File: src/rtl/mem_arbiter.sv
// Single-port memory arbiter with boot sequencer and fetch starvation guard.
// Optional statistics counters are built when MEM_ARB_STATS_EN is defined.
module mem_arbiter #(
  parameter int AW         = 32,
  parameter int DW         = 32,
  parameter int STARVE_MAX = 4
) (
  input  logic          clk,
  input  logic          reset,
  input  logic          boot_req,
  input  logic [AW-1:0] boot_addr,
  input  logic [DW-1:0] boot_wdata,
  input  logic          boot_done,
  output logic          boot_gnt,
  output logic          cpu_hold,
  input  logic          if_req,
  input  logic [AW-1:0] if_addr,
  output logic          if_gnt,
  output logic          if_rvalid,
  output logic [DW-1:0] if_rdata,
  input  logic          d_req,
  input  logic          d_we,
  input  logic [AW-1:0] d_addr,
  input  logic [DW-1:0] d_wdata,
  output logic          d_gnt,
  output logic          d_rvalid,
  output logic [DW-1:0] d_rdata,
  output logic          mem_en,
  output logic          mem_we,
  output logic [AW-1:0] mem_addr,
  output logic [DW-1:0] mem_wdata,
  input  logic [DW-1:0] mem_rdata,
  output logic [31:0]   stat_if_cnt,
  output logic [31:0]   stat_d_cnt,
  output logic [31:0]   stat_conf_cnt
);

  localparam int SW = $clog2(STARVE_MAX + 1);
  localparam logic [SW-1:0] SMAX = SW'(STARVE_MAX);

  typedef enum logic {BOOT, RUN} state_t;

  state_t        state, state_nx;
  logic [SW-1:0] starve_cnt;
  logic          force_if;

  always_ff @(posedge clk or negedge reset) begin
    if (!reset) state <= BOOT;
    else        state <= state_nx;
  end

  always_comb begin
    state_nx = state;
    if (state == BOOT && boot_done) state_nx = RUN;
  end

  assign cpu_hold = (state == BOOT);
  assign force_if = if_req && (starve_cnt == SMAX);

  // grants are forced low while reset is asserted
  always_comb begin
    boot_gnt = 1'b0;
    if_gnt   = 1'b0;
    d_gnt    = 1'b0;
    if (reset) begin
      unique case (state)
        BOOT: boot_gnt = boot_req;
        RUN: begin
          d_gnt  = d_req && !force_if;
          if_gnt = if_req && !d_gnt;
        end
        default: ;
      endcase
    end
  end

  always_comb begin
    mem_en    = 1'b0;
    mem_we    = 1'b0;
    mem_addr  = '0;
    mem_wdata = '0;
    unique case (1'b1)
      boot_gnt: begin
        mem_en    = 1'b1;
        mem_we    = 1'b1;
        mem_addr  = boot_addr;
        mem_wdata = boot_wdata;
      end
      d_gnt: begin
        mem_en    = 1'b1;
        mem_we    = d_we;
        mem_addr  = d_addr;
        mem_wdata = d_wdata;
      end
      if_gnt: begin
        mem_en   = 1'b1;
        mem_addr = if_addr;
      end
      default: ;
    endcase
  end

  always_ff @(posedge clk or negedge reset) begin
    if (!reset) begin
      starve_cnt <= '0;
      if_rvalid  <= 1'b0;
      d_rvalid   <= 1'b0;
    end else begin
      if_rvalid <= if_gnt;
      d_rvalid  <= d_gnt && !d_we;
      if (state != RUN || !if_req || if_gnt)
        starve_cnt <= '0;
      else if (starve_cnt != SMAX)
        starve_cnt <= starve_cnt + SW'(1);
    end
  end

  assign if_rdata = mem_rdata;
  assign d_rdata  = mem_rdata;

`ifdef MEM_ARB_STATS_EN
  always_ff @(posedge clk or negedge reset) begin
    if (!reset) begin
      stat_if_cnt   <= '0;
      stat_d_cnt    <= '0;
      stat_conf_cnt <= '0;
    end else begin
      if (if_gnt && stat_if_cnt != '1)
        stat_if_cnt <= stat_if_cnt + 32'd1;
      if (d_gnt && stat_d_cnt != '1)
        stat_d_cnt <= stat_d_cnt + 32'd1;
      if (state == RUN && if_req && d_req && stat_conf_cnt != '1)
        stat_conf_cnt <= stat_conf_cnt + 32'd1;
    end
  end
`else
  assign stat_if_cnt   = '0;
  assign stat_d_cnt    = '0;
  assign stat_conf_cnt = '0;
`endif

endmodule

File: config.mk
export PLATFORM = sky130hd
export DESIGN_NAME = mem_arbiter
export DESIGN_NICKNAME = d
export VERILOG_FILES = /design/src/rtl/mem_arbiter.sv
export SDC_FILE = /design/constraint.sdc
export NUM_CORES = 1
export LEC_CHECK = 0
export ABC_AREA = 0
export BUFFER_PORTS_ARGS = -buffer_cell sky130_fd_sc_hd__buf_2
export CORE_AREA = 2 2 168 170
export DETAILED_ROUTE_END_ITERATION = 8
export DIE_AREA = 0 0 170 172
export PLACE_DENSITY = 0.41
export SKIP_LAST_GASP = 1
export SLEW_MARGIN = 20
export SYNTH_ARGS = -nofsm -noshare
export SYNTH_HDL_FRONTEND = slang
export SYNTH_SLANG_ARGS = --single-unit
File: constraint.sdc
create_clock -name clk -period 1.8 [get_ports clk]
set_input_delay 0.36 -clock clk [delete_from_list [all_inputs] [get_ports clk]]
set_output_delay 0.36 -clock clk [all_outputs]
set_load 0.005 [all_outputs]
After elaboration in Yosys (flattened, before gate mapping)

Cells that the tools add are included.

Input port bits: 199
Register bits: 6
Output and inout bits: 232
Word-level logic and storage cells: 33

Bitwise gates (word level): 1
Eq/ne operators: 2
Reduce and logical (&&, ||, !) cells: 13
Add/sub/neg operators: 1
Multiplexer cells: 12

Operator list:

| cell                  | number |
|---|---|
| $pmux W32 S3          | 1 |
| $pmux W32 S2          | 1 |
| $mux W1               | 7 |
| $mux W3               | 2 |
| $logic_and A1 B1 Y1   | 5 |
| $logic_not A1 Y1      | 4 |
| $add A3 B1 Y3 const B | 1 |
| $eq A3 B3 Y1 const B  | 1 |
| $ne A3 B3 Y1 const B  | 1 |
| $reduce_or A3 Y1      | 1 |
| $logic_or A1 B1 Y1    | 2 |
| $pmux W1 S2           | 1 |
| $reduce_bool A2 Y1    | 1 |
| $not A1 Y1            | 1 |

Longest topological paths before layout

Gate-level depths: netlist of run 1.

Depth in word-level cells: 10
Depth in mapped cells: 6
Mapped depth without buffers: 5

Worst setup path after synthesis of run 1

Ideal clock, no wire load.

Kind: register to output
Start: register starve_cnt[0]
End: output port mem_addr[0]
Data required time: 1.440 ns
Stages on the path, launching flop included: 7
Arrival: 1.332 ns
Slack: 0.108 ns
Path buffers: 1
Path through: dfrtp_1 -> inv_1 -> ha_1 -> nand2_2 -> a21oi_4 -> buf_4 -> a221o_1

Cells in the longest elaborated chain, start to end: 9
Elaborated cells on any way between the ends: 11
Those cells by class: 1 x eq/ne; 5 x mux; 5 x reduce/logical

Ends and longest elaborated chain:

| what                   | line | text |
|---|---|---|
| start, declared        | 44   | `logic [SW-1:0] starve_cnt;` |
| start signal, assigned | 114  | `starve_cnt <= starve_cnt + SW'(1);` |
| $eq A3 B3 Y1           | 58   | `assign force_if = if_req && (starve_cnt == SMAX);` |
| $logic_and A1 B1 Y1    | 58   |  |
| $logic_not A1 Y1       | 69   | `d_gnt = d_req && !force_if;` |
| $logic_and A1 B1 Y1    | 69   |  |
| $logic_not A1 Y1       | 70   | `if_gnt = if_req && !d_gnt;` |
| $logic_and A1 B1 Y1    | 70   |  |
| $mux W1                | 66   | `unique case (state)` |
| $mux W1                | 65   | `if (reset) begin` |
| via if_gnt             | 18   | `output logic if_gnt,` |
| $pmux W32 S3           | 82   | `unique case (1'b1)` |
| end, declared          | 30   | `output logic [AW-1:0] mem_addr,` |

The timed path passes the listed nets, and every way through them passes these cells.

Worst setup path after layout of run 1

Start: register starve_cnt[1]
End: output port mem_addr[27]

Cells in the longest elaborated chain, start to end: 9
Elaborated cells on any way between the ends: 11
Those cells by class: 1 x eq/ne; 5 x mux; 5 x reduce/logical

Ends and longest elaborated chain:

| what                  | line |
|---|---|
| $eq A3 B3 Y1 *        | 58 |
| $logic_and A1 B1 Y1 * | 58 |
| $logic_not A1 Y1 *    | 69 |
| $logic_and A1 B1 Y1 * | 69 |
| $logic_not A1 Y1      | 70 |
| $logic_and A1 B1 Y1   | 70 |
| $mux W1               | 66 |
| $mux W1               | 65 |
| $pmux W32 S3 *        | 82 |

Mark *: on every way between the ends. The rest lies on a longest branch, timed or not.

==> results of run 1 <==
## Yosys cell counts, drive strengths merged
master | count | area [um^2]
a21o | 1 | 7.51
a21oi | 1 | 16.3
a221o | 32 | 320
a22o | 32 | 280
a31oi | 1 | 12.5
and2 | 32 | 200
and3b | 1 | 12.5
buf | 177 | 1340
conb | 1 | 3.75
dfrtp | 6 | 150
ha | 2 | 25.0
inv | 3 | 11.3
mux2i | 1 | 10.0
nand2 | 2 | 10.0
nand3 | 2 | 10.0
nand3b | 1 | 7.51
nor2b | 1 | 6.26
nor3 | 3 | 15.0
o21ai | 1 | 5.00
or2 | 1 | 6.26
or3 | 1 | 6.26
xnor2 | 1 | 8.76
## what timing repair did
item	in CTS	in global routing
cloned	2	0
resized for setup	9	4
endpoints found under the hold margin	0	0
buffers inserted	6	3
setup endpoints to repair	69	69
pin swaps	2	0
## layer usage
metal	part of all wire, %	GRT usage, %	vias up
met2	50	10.8	180
met5	0	0	-
met3	9.6	1.14	42
li1	-	-	1180
met1	37	6.59	1147
met4	3.8	2.42	0
## per-stage QoR
stage	hold WS [ns]	instance area, um^2
3_5_place_dp	0.317	3300
2_1_floorplan	0.0644	2820
5_1_grt	0.102	3570
3_3_place_gp	0.310	3300
6_report	0.0906	3570
4_1_cts	0.0897	3530
## cell type report
| cell class | count | area share [%] |
|---|---|---|
| clock buffers | 3 | 2.10 |
| inverters | 3 | 0.316 |
| multi-input cells | 212 | 37.9 |
| flip-flops and latches | 6 | 4.21 |
| well taps | 346 | 12.1 |
| repair buffers | 264 | 43.4 |
## cell families after synthesis
logic type	after synthesis
mux	1
xor+xnor	1
buf+inv	180
other cells	1
flops	6
fa+ha+maj	2
compound gates	68
simple gates	44
## critical path: stages, from the launching register on
cell     delay [ns]
dfrtp_1        0.38
inv_2          0.07
ha_4           0.16
a31oi_4        0.12
buf_12         0.19
a221o_1        0.38
buf_2          0.14
## worst max path at each step
stage,from,end
final,starve_cnt[1],mem_addr[27]
after global routing,starve_cnt[1],mem_addr[27]
after CTS,starve_cnt[0],mem_addr[27]
after detailed placement,starve_cnt[0],mem_addr[27]
after global placement,starve_cnt[0],mem_addr[27]
after floorplan,starve_cnt[0],mem_addr[0]
## where the power goes
group | switching (uW) | total, uW | internal, uW
clock network | 72.0 | 357 | 285
registers | 6.29 | 150 | 144
logic | 253 | 560 | 307
total | 331 | 1070 | 736
## registers in the layout (all words and copies together), names as in the netlist
signal / flops
if_rvalid: 1
state: 1
d_rvalid: 1
starve_cnt: 3
==> metrics.cfg, run 1 <==
[yosys]
synth_compound_area_share_pct=26.1
syn_area_per_cell_um2=8.12
yosysWarnings=0
synth-simple-area-share_pct=11.1
synthAdderAreaFrac_pct=1.02
synth_cell_type_count=25
ys_seq_area_share_pct=6.10
netlist_area_mm2=0.00246
synthMuxAreaShare_pct=0.407
ys_seq_elements=6
synthCells=303
synth_xor_area_share_pct=0.356
synth_top_family_by_area=buffers and inverters

[sta]
setup_slack_ns=-0.266
fmaxAchievable_mhz=484
final_hold_viol_count=0
setup_violations=67
layout_min_cycle_time_ns=2.07
drv_slew=0
setup_tns_ns=-11.79
rsz0062_at_grt=yes
min_period_over_period_pct=115
fin_worst_skew_ns=0.000952

[floorplan]
start_util_pct=8.96
die_w_um=170
rows=61
die_area_mm2=0.0292
io_pins=431
core_area_mm2=0.0275
die_y_um=172

[finish]
layout_commonest_cell=buf_2
drive_gt1_share_pct=56.6
final-seq-area_um2=150
antennaDiodeCount=0
finalNonFillerCells=834
num-nets-final=691
nFillCells=3184
fin_util_pct=13.0
mostFrequentLayoutCells=buf_2 (237), conb_1 (96), and2_0 (32), a221o_1 (32), a22o_1 (32)
multi_input_area_mm2=0.00135
area_delta_synth_final_pct=45.0

[critical_path]
timing_worst_setup_path_type=flip-flop to output port
r2r_start=starve_cnt[1]
startpoint_type=flip-flop
r2r_end=starve_cnt[1]
crit_path_max_fanout=30
reg2reg_depth=8
regToRegSetupSlack_ns=0.40
arrival_ns=1.71
end_kind=output port
critPathRequiredTime_ns=1.44

[grt]
grt-ovfl-total=0
grt_max_degree=39
grt_pass1_vias=2196
grt_use_total_pct=5.84
grt_antenna_before_repair=0
grt_pass1_wl_um=12900

[route]
detail-route-antenna-nets=0
wl_per_cell_um=12.1
vias=2549
totalWireLength_um=10100
drt_iter0_drc=76
viasPerCell=3.06
dr.pass1.iters=4
drc=0

[placement]
place_congestion=0.713
dp_cells=821
dp_worst_setup_slack_ns=-0.0915
hpwlAfterDp_um=8080
portBuffers=238

[power]
leakagePower_uw=0.00201
irDropWorstVdd_mv=0.536
p_per_area_mw_per_mm2=299
p_total_uw=1070

[worst_hold_path]
hp-class=primary input to asynchronous set/reset pin

[clock_tree]
cts_sinks=6
cts_tree=yes
cts_hold_buf=0
cts_buffer_depth=2
worst_skew_pair.late_latency_ns=0.22
clkTransAtPathRegs_ns=0.03
cts_buffers=3
htree_levels=1
root_buffer=clkbuf_16

[status]
status=complete, but fails checks
violations=negative setup slack

[job]
max_cap_viol_count=0

No activity file was read; power rests on OpenSTA's default activity.
==> run 2, diff against run 1 <==
--- a/config.mk
+++ b/config.mk
@@ -11,6 +11,7 @@
 export DETAILED_ROUTE_END_ITERATION = 8
 export DIE_AREA = 0 0 170 172
 export PLACE_DENSITY = 0.41
+export SETUP_SLACK_MARGIN = 0.1
 export SKIP_LAST_GASP = 1
 export SLEW_MARGIN = 20
 export SYNTH_ARGS = -nofsm -noshare
==> run 2 against run 1 <==
The flow still finishes with violations (negative setup slack); cell count unchanged; combinational power about the same; setup slack improved by 0.0015 ns; fmax about the same; clock power about the same; largest cell class unchanged; count of clock-buffer cells in the layout unchanged; hold slack about the same; flip-flop and latch count unchanged.
==> metrics.cfg, run 2 (synthesis gave the netlist of run 1 again) <==
[finish]
final-seq-area_um2=150  ; unchanged
nFillCells=3184  ; unchanged
largest-register=starve_cnt  ; unchanged
antennaDiodeCount=0  ; unchanged
mostFrequentLayoutCells=buf_2 (236), conb_1 (96), and2_0 (32), a221o_1 (32), a22o_1 (32)  ; was buf_2 (237), conb_1 (96), and2_0 (32), a221o_1 (32), a22o_1 (32)
largest_reg_flops=3  ; unchanged
finalNonFillerCells=834  ; unchanged
drive_gt1_share_pct=56.6  ; unchanged
layout_commonest_cell=buf_2  ; unchanged
area_delta_synth_final_pct=45.4  ; was 45.0%
multi_input_area_mm2=0.00135  ; unchanged
fin_util_pct=13.0  ; about the same
num-nets-final=691  ; unchanged

[sta]
fmaxAchievable_mhz=484  ; about the same
final_hold_viol_count=0  ; unchanged
rsz0062_at_grt=yes  ; unchanged
fin_worst_skew_ns=0.000952  ; about the same
min_period_over_period_pct=115  ; about the same
setup_slack_ns=-0.264  ; was -0.266 ns
setup_tns_ns=-11.75  ; was -11.79 ns
drv_slew=0  ; unchanged
layout_min_cycle_time_ns=2.06  ; was 2.07 ns
setup_violations=67  ; unchanged

[power]
irDropWorstVdd_mv=0.536  ; unchanged
p_per_area_mw_per_mm2=298  ; was 299 mW/mm^2
leakagePower_uw=0.00201  ; about the same

[route]
drt_iter0_drc=62  ; was 76
vias=2544  ; was 2549
viasPerCell=3.05  ; was 3.06
totalWireLength_um=10100  ; about the same
dr.pass1.iters=4  ; unchanged
drc=0  ; unchanged
wl_per_cell_um=12.1  ; about the same
detail-route-antenna-nets=0  ; unchanged

[floorplan]
rows=61  ; unchanged
die_w_um=170  ; unchanged
io_pins=431  ; unchanged
die_y_um=172  ; unchanged
start_util_pct=8.96  ; unchanged
core_area_mm2=0.0275  ; unchanged
die_area_mm2=0.0292  ; unchanged

[critical_path]
arrival_ns=1.70  ; was 1.71 ns
reg2reg_depth=8  ; unchanged
timing_worst_setup_path_type=flip-flop to output port  ; unchanged
startpoint_type=flip-flop  ; unchanged
r2r_start=starve_cnt[1]  ; unchanged
crit_start=starve_cnt[1]  ; unchanged
r2r_end=starve_cnt[1]  ; unchanged
crit_path_end=mem_addr[27]  ; unchanged
end_kind=output port  ; unchanged
crit_path_max_fanout=30  ; unchanged
critPathRequiredTime_ns=1.44  ; about the same
regToRegSetupSlack_ns=0.40  ; about the same

[placement]
place_congestion=0.713  ; unchanged
dp_worst_setup_slack_ns=-0.0915  ; unchanged
hpwlAfterDp_um=8080  ; unchanged
dp_cells=821  ; unchanged
portBuffers=238  ; unchanged

[clock_tree]
clkTransAtPathRegs_ns=0.03  ; about the same
cts_buffer_depth=2  ; unchanged
cts_tree=yes  ; unchanged
worst_skew_pair.late_latency_ns=0.22  ; about the same
cts_buffers=3  ; unchanged
root_buffer=clkbuf_16  ; unchanged
htree_levels=1  ; unchanged
cts_hold_buf=0  ; unchanged
cts_sinks=6  ; unchanged

[grt]
grt_use_total_pct=5.85  ; was 5.84%
grt-ovfl-total=0  ; unchanged
grt_pass1_vias=2201  ; was 2196
grt_max_degree=39  ; unchanged
grt_pass1_wl_um=12900  ; about the same
grt_antenna_before_repair=0  ; unchanged

[status]
status=complete, but fails checks  ; unchanged
violations=negative setup slack  ; unchanged

[job]
max_cap_viol_count=0  ; unchanged

[worst_hold_path]
hp-class=primary input to asynchronous set/reset pin  ; unchanged

-- run 2: cell counts in the layout (fill, tap and decap cells not counted) --
No cell type changed its count.
-- run 2: area by class of cell --
cell class	count	area share, %
Clock buffer	3	2.10
Inverter	3	0.315
Multi-Input combinational cell	212	37.8
Sequential cell	6	4.20
Tap cell	346	12.1
Timing Repair Buffer	264	43.5
-- run 2: metal layers --
metal,routed length (um),vias to the layer above,GRT usage (%)
met5,0,-,0
met4,373,0,2.42
met3,959,43,1.17
met2,5080,182,10.8
met1,3720,1139,6.60
li1,-,1180,-
-- run 2: how the worst min path moves through the flow --
stage,start,to,slack [ns],cells past startpoint
2_1_floorplan,reset,d_rvalid,0.06,0
3_3_place_gp,reset,state,0.31,2
3_5_place_dp,reset,state,0.32,2
4_1_cts,reset,state,0.09,2
5_1_grt,reset,state,0.10,2
6_report,reset,state,0.09,2
-- run 2: repair_timing --
item	in CTS	in global routing
resized for setup	15	0
pin swaps	2	0
setup buffers	6	3
gates cloned	2	0
endpoints found under the setup margin	69	69
-- run 2: where the power goes --
| group | internal [uW] | leakage [uW] | switching, uW |
|---|---|---|---|
| registers | 144 | 0.0000755 | 6.29 |
| logic | 307 | 0.00190 | 253 |
| clock network | 285 | 0.0000370 | 72.0 |
-- run 2: per-stage QoR --
stage	hold slack [ns]	cell area, um^2	power [uW]
finish	0.0906	3580	1070
global placement	0.310	3300	672
detailed placement	0.317	3300	669
CTS	0.0897	3560	1070
global route	0.102	3580	1150
floorplan	0.0644	2820	619
-- run 2: critical path, stage by stage, from the launching register on --
cell and delay [ns]:
dfrtp_1 0.38, inv_2 0.07, ha_4 0.16, a31oi_4 0.12, buf_12 0.20, a221o_1 0.38, buf_2 0.14
==> run 3, diff against run 2 <==
--- a/config.mk
+++ b/config.mk
@@ -11,7 +11,7 @@
 export DETAILED_ROUTE_END_ITERATION = 8
 export DIE_AREA = 0 0 170 172
 export PLACE_DENSITY = 0.41
-export SETUP_SLACK_MARGIN = 0.1
+export SETUP_SLACK_MARGIN = 0.02
 export SKIP_LAST_GASP = 1
 export SLEW_MARGIN = 20
 export SYNTH_ARGS = -nofsm -noshare
==> run 3 against run 2 <==
The run still ends with negative setup slack left; first-iteration DRC count up 23%; flip-flop and latch count stayed put; core utilization is the same; die area unchanged; critical path type unchanged; critical endpoint unchanged.
==> metrics.cfg, run 3 (synthesis gave the netlist of run 1 again) <==
[finish]
drive_gt1_share_pct=56.6  ; unchanged
largest-register=starve_cnt  ; unchanged
area_delta_synth_final_pct=45.4  ; unchanged
mostFrequentLayoutCells=buf_2 (236), conb_1 (96), and2_0 (32), a221o_1 (32), a22o_1 (32)  ; unchanged
num-nets-final=691  ; unchanged
final_cell_area_mm2=0.00358  ; unchanged
layout_commonest_cell=buf_2  ; unchanged
antennaDiodeCount=0  ; unchanged
largest_reg_flops=3  ; unchanged

[route]
drt-met1-wl_um=3710  ; was 3720 um
drt_iter0_drc=76  ; was 62
dr.pass1.iters=4  ; unchanged
top_layer=met4  ; unchanged
wl_per_cell_um=12.2  ; was 12.1 um
totalWireLength_um=10100  ; about the same
viasPerCell=3.06  ; was 3.05
dr_wl_met3_um=969  ; was 959 um
vias=2549  ; was 2544
wl_met2_um=5070  ; was 5080 um
detail-route-antenna-nets=0  ; unchanged
drc=0  ; unchanged

[floorplan]
die_w_um=170  ; unchanged
start_util_pct=8.96  ; unchanged
die_y_um=172  ; unchanged
io_pins=431  ; unchanged
die_area_mm2=0.0292  ; unchanged
rows=61  ; unchanged
core_area_mm2=0.0275  ; unchanged

[critical_path]
r2r_start=starve_cnt[1]  ; unchanged
startpoint_type=flip-flop  ; unchanged
crit_start=starve_cnt[1]  ; unchanged
crit_path_max_fanout=30  ; unchanged
timing_worst_setup_path_type=flip-flop to output port  ; unchanged
arrival_ns=1.71  ; was 1.70 ns
critical_path.cell_chain=inv_2 > ha_4 > a31oi_4 > buf_12 > a221o_1 > buf_2  ; unchanged
critPathRequiredTime_ns=1.44  ; about the same
slowest_delay_ns=0.38  ; about the same
slowest_stage=dfrtp_1  ; unchanged
end_kind=output port  ; unchanged

[sta]
final_hold_viol_count=0  ; unchanged
min_period_over_period_pct=115  ; about the same
fin_worst_skew_ns=0.000952  ; about the same
setup_violations=67  ; unchanged
layout_min_cycle_time_ns=2.07  ; was 2.06 ns
drv_slew=0  ; unchanged
setup_slack_ns=-0.266  ; was -0.264 ns
rsz0062_at_grt=yes  ; unchanged
fmaxAchievable_mhz=484  ; about the same

[clock_tree]
cts_tree=yes  ; unchanged
cts_buffers=3  ; unchanged
cts_buffer_depth=2  ; unchanged
root_buffer=clkbuf_16  ; unchanged
htree_levels=1  ; unchanged
cts_sinks=6  ; unchanged
cts_hold_buf=0  ; unchanged
worst_skew_pair.late_latency_ns=0.22  ; about the same
clkTransAtPathRegs_ns=0.03  ; about the same

[placement]
portBuffers=238  ; unchanged
place_area_mm2=0.00330  ; unchanged
place_congestion=0.713  ; unchanged
hpwlAfterDp_um=8080  ; unchanged

[job]
max_cap_viol_count=0  ; unchanged

[power]
irDropWorstVdd_mv=0.536  ; unchanged
p_total_uw=1070  ; about the same
leakagePower_uw=0.00201  ; unchanged
p_per_area_mw_per_mm2=298  ; about the same

[grt]
grt_pass1_wl_um=12900  ; about the same
grt_use_total_pct=5.85  ; about the same
grt_max_degree=39  ; unchanged
grt_antenna_before_repair=0  ; unchanged
grt_pass1_vias=2201  ; unchanged
grt-ovfl-total=0  ; unchanged

[status]
status=complete, but fails checks  ; unchanged
violations=negative setup slack  ; unchanged

[worst_hold_path]
hp-class=primary input to asynchronous set/reset pin  ; unchanged

-- run 3: cell counts in the layout (fill, tap and decap cells not counted) --
Identical to the previous run, type by type.
-- run 3: layer usage --
layer / up-vias / GRT usage, %
met3: 42 / 1.17
met2: 180 / 10.8
li1: 1180 / -
met1: 1147 / 6.59
met5: - / 0
met4: 0 / 2.42
-- run 3: worst max-delay path: cells and delay by family, from the launching register on --
family | cells | cell delay (ns)
flip-flops | 1 | 0.38
buffers and inverters | 3 | 0.40
AO/OA/AOI/OAI | 2 | 0.50
adder cells (fa/ha/maj) | 1 | 0.16
-- run 3: per-stage QoR --
| stage | worst slack, ns | hold slack (ns) | TNS, ns | instances | utilization [%] |
|---|---|---|---|---|---|
| after detailed placement | -0.0915 | 0.317 | -1.08 | 821 | 12.0 |
| after global placement | -0.0818 | 0.310 | -0.996 | 821 | 12.0 |
| after CTS | -0.267 | 0.0897 | -11.59 | 831 | 12.9 |
| after global routing | -0.328 | 0.102 | -16.20 | 834 | 13.0 |
| final | -0.266 | 0.0906 | -11.79 | 834 | 13.0 |
| after floorplan | 0.108 | 0.0644 | 0 | 398 | - |
-- run 3: worst paths after layout --
check | depth (start not counted) | slack [ns] | endpoint
hold / removal | 2 | 0.09 | state
min in group clk | 2 | 0.31 | d_rvalid
setup / recovery | 6 | -0.27 | mem_addr[27]
setup reg to reg | 8 | 0.40 | starve_cnt[1]
max in group asynchronous | 2 | 1.60 | starve_cnt[1]
hold reg to reg | 2 | 0.65 | state
-- run 3: layout make-up --
class	instances	area (um^2)
Inverter	3	11.3
Timing Repair Buffer	264	1560
Multi-Input combinational cell	212	1350
Clock buffer	3	75.1
Tap cell	346	433
Sequential cell	6	150
Fill cell	3184	23900
-- run 3: power by group --
group / internal [uW] / switching [uW]
Combinational: 307 / 253
Clock: 285 / 72.0
Sequential: 144 / 6.29
Total: 736 / 331
-- run 3: what timing repair did --
| item | 4_1_cts | 5_1_grt |
|---|---|---|
| gates cloned | 2 | 0 |
| endpoints found under the setup margin | 69 | 69 |
| pin swaps | 2 | 0 |
| setup buffers | 6 | 3 |
| resized for setup | 12 | 3 |
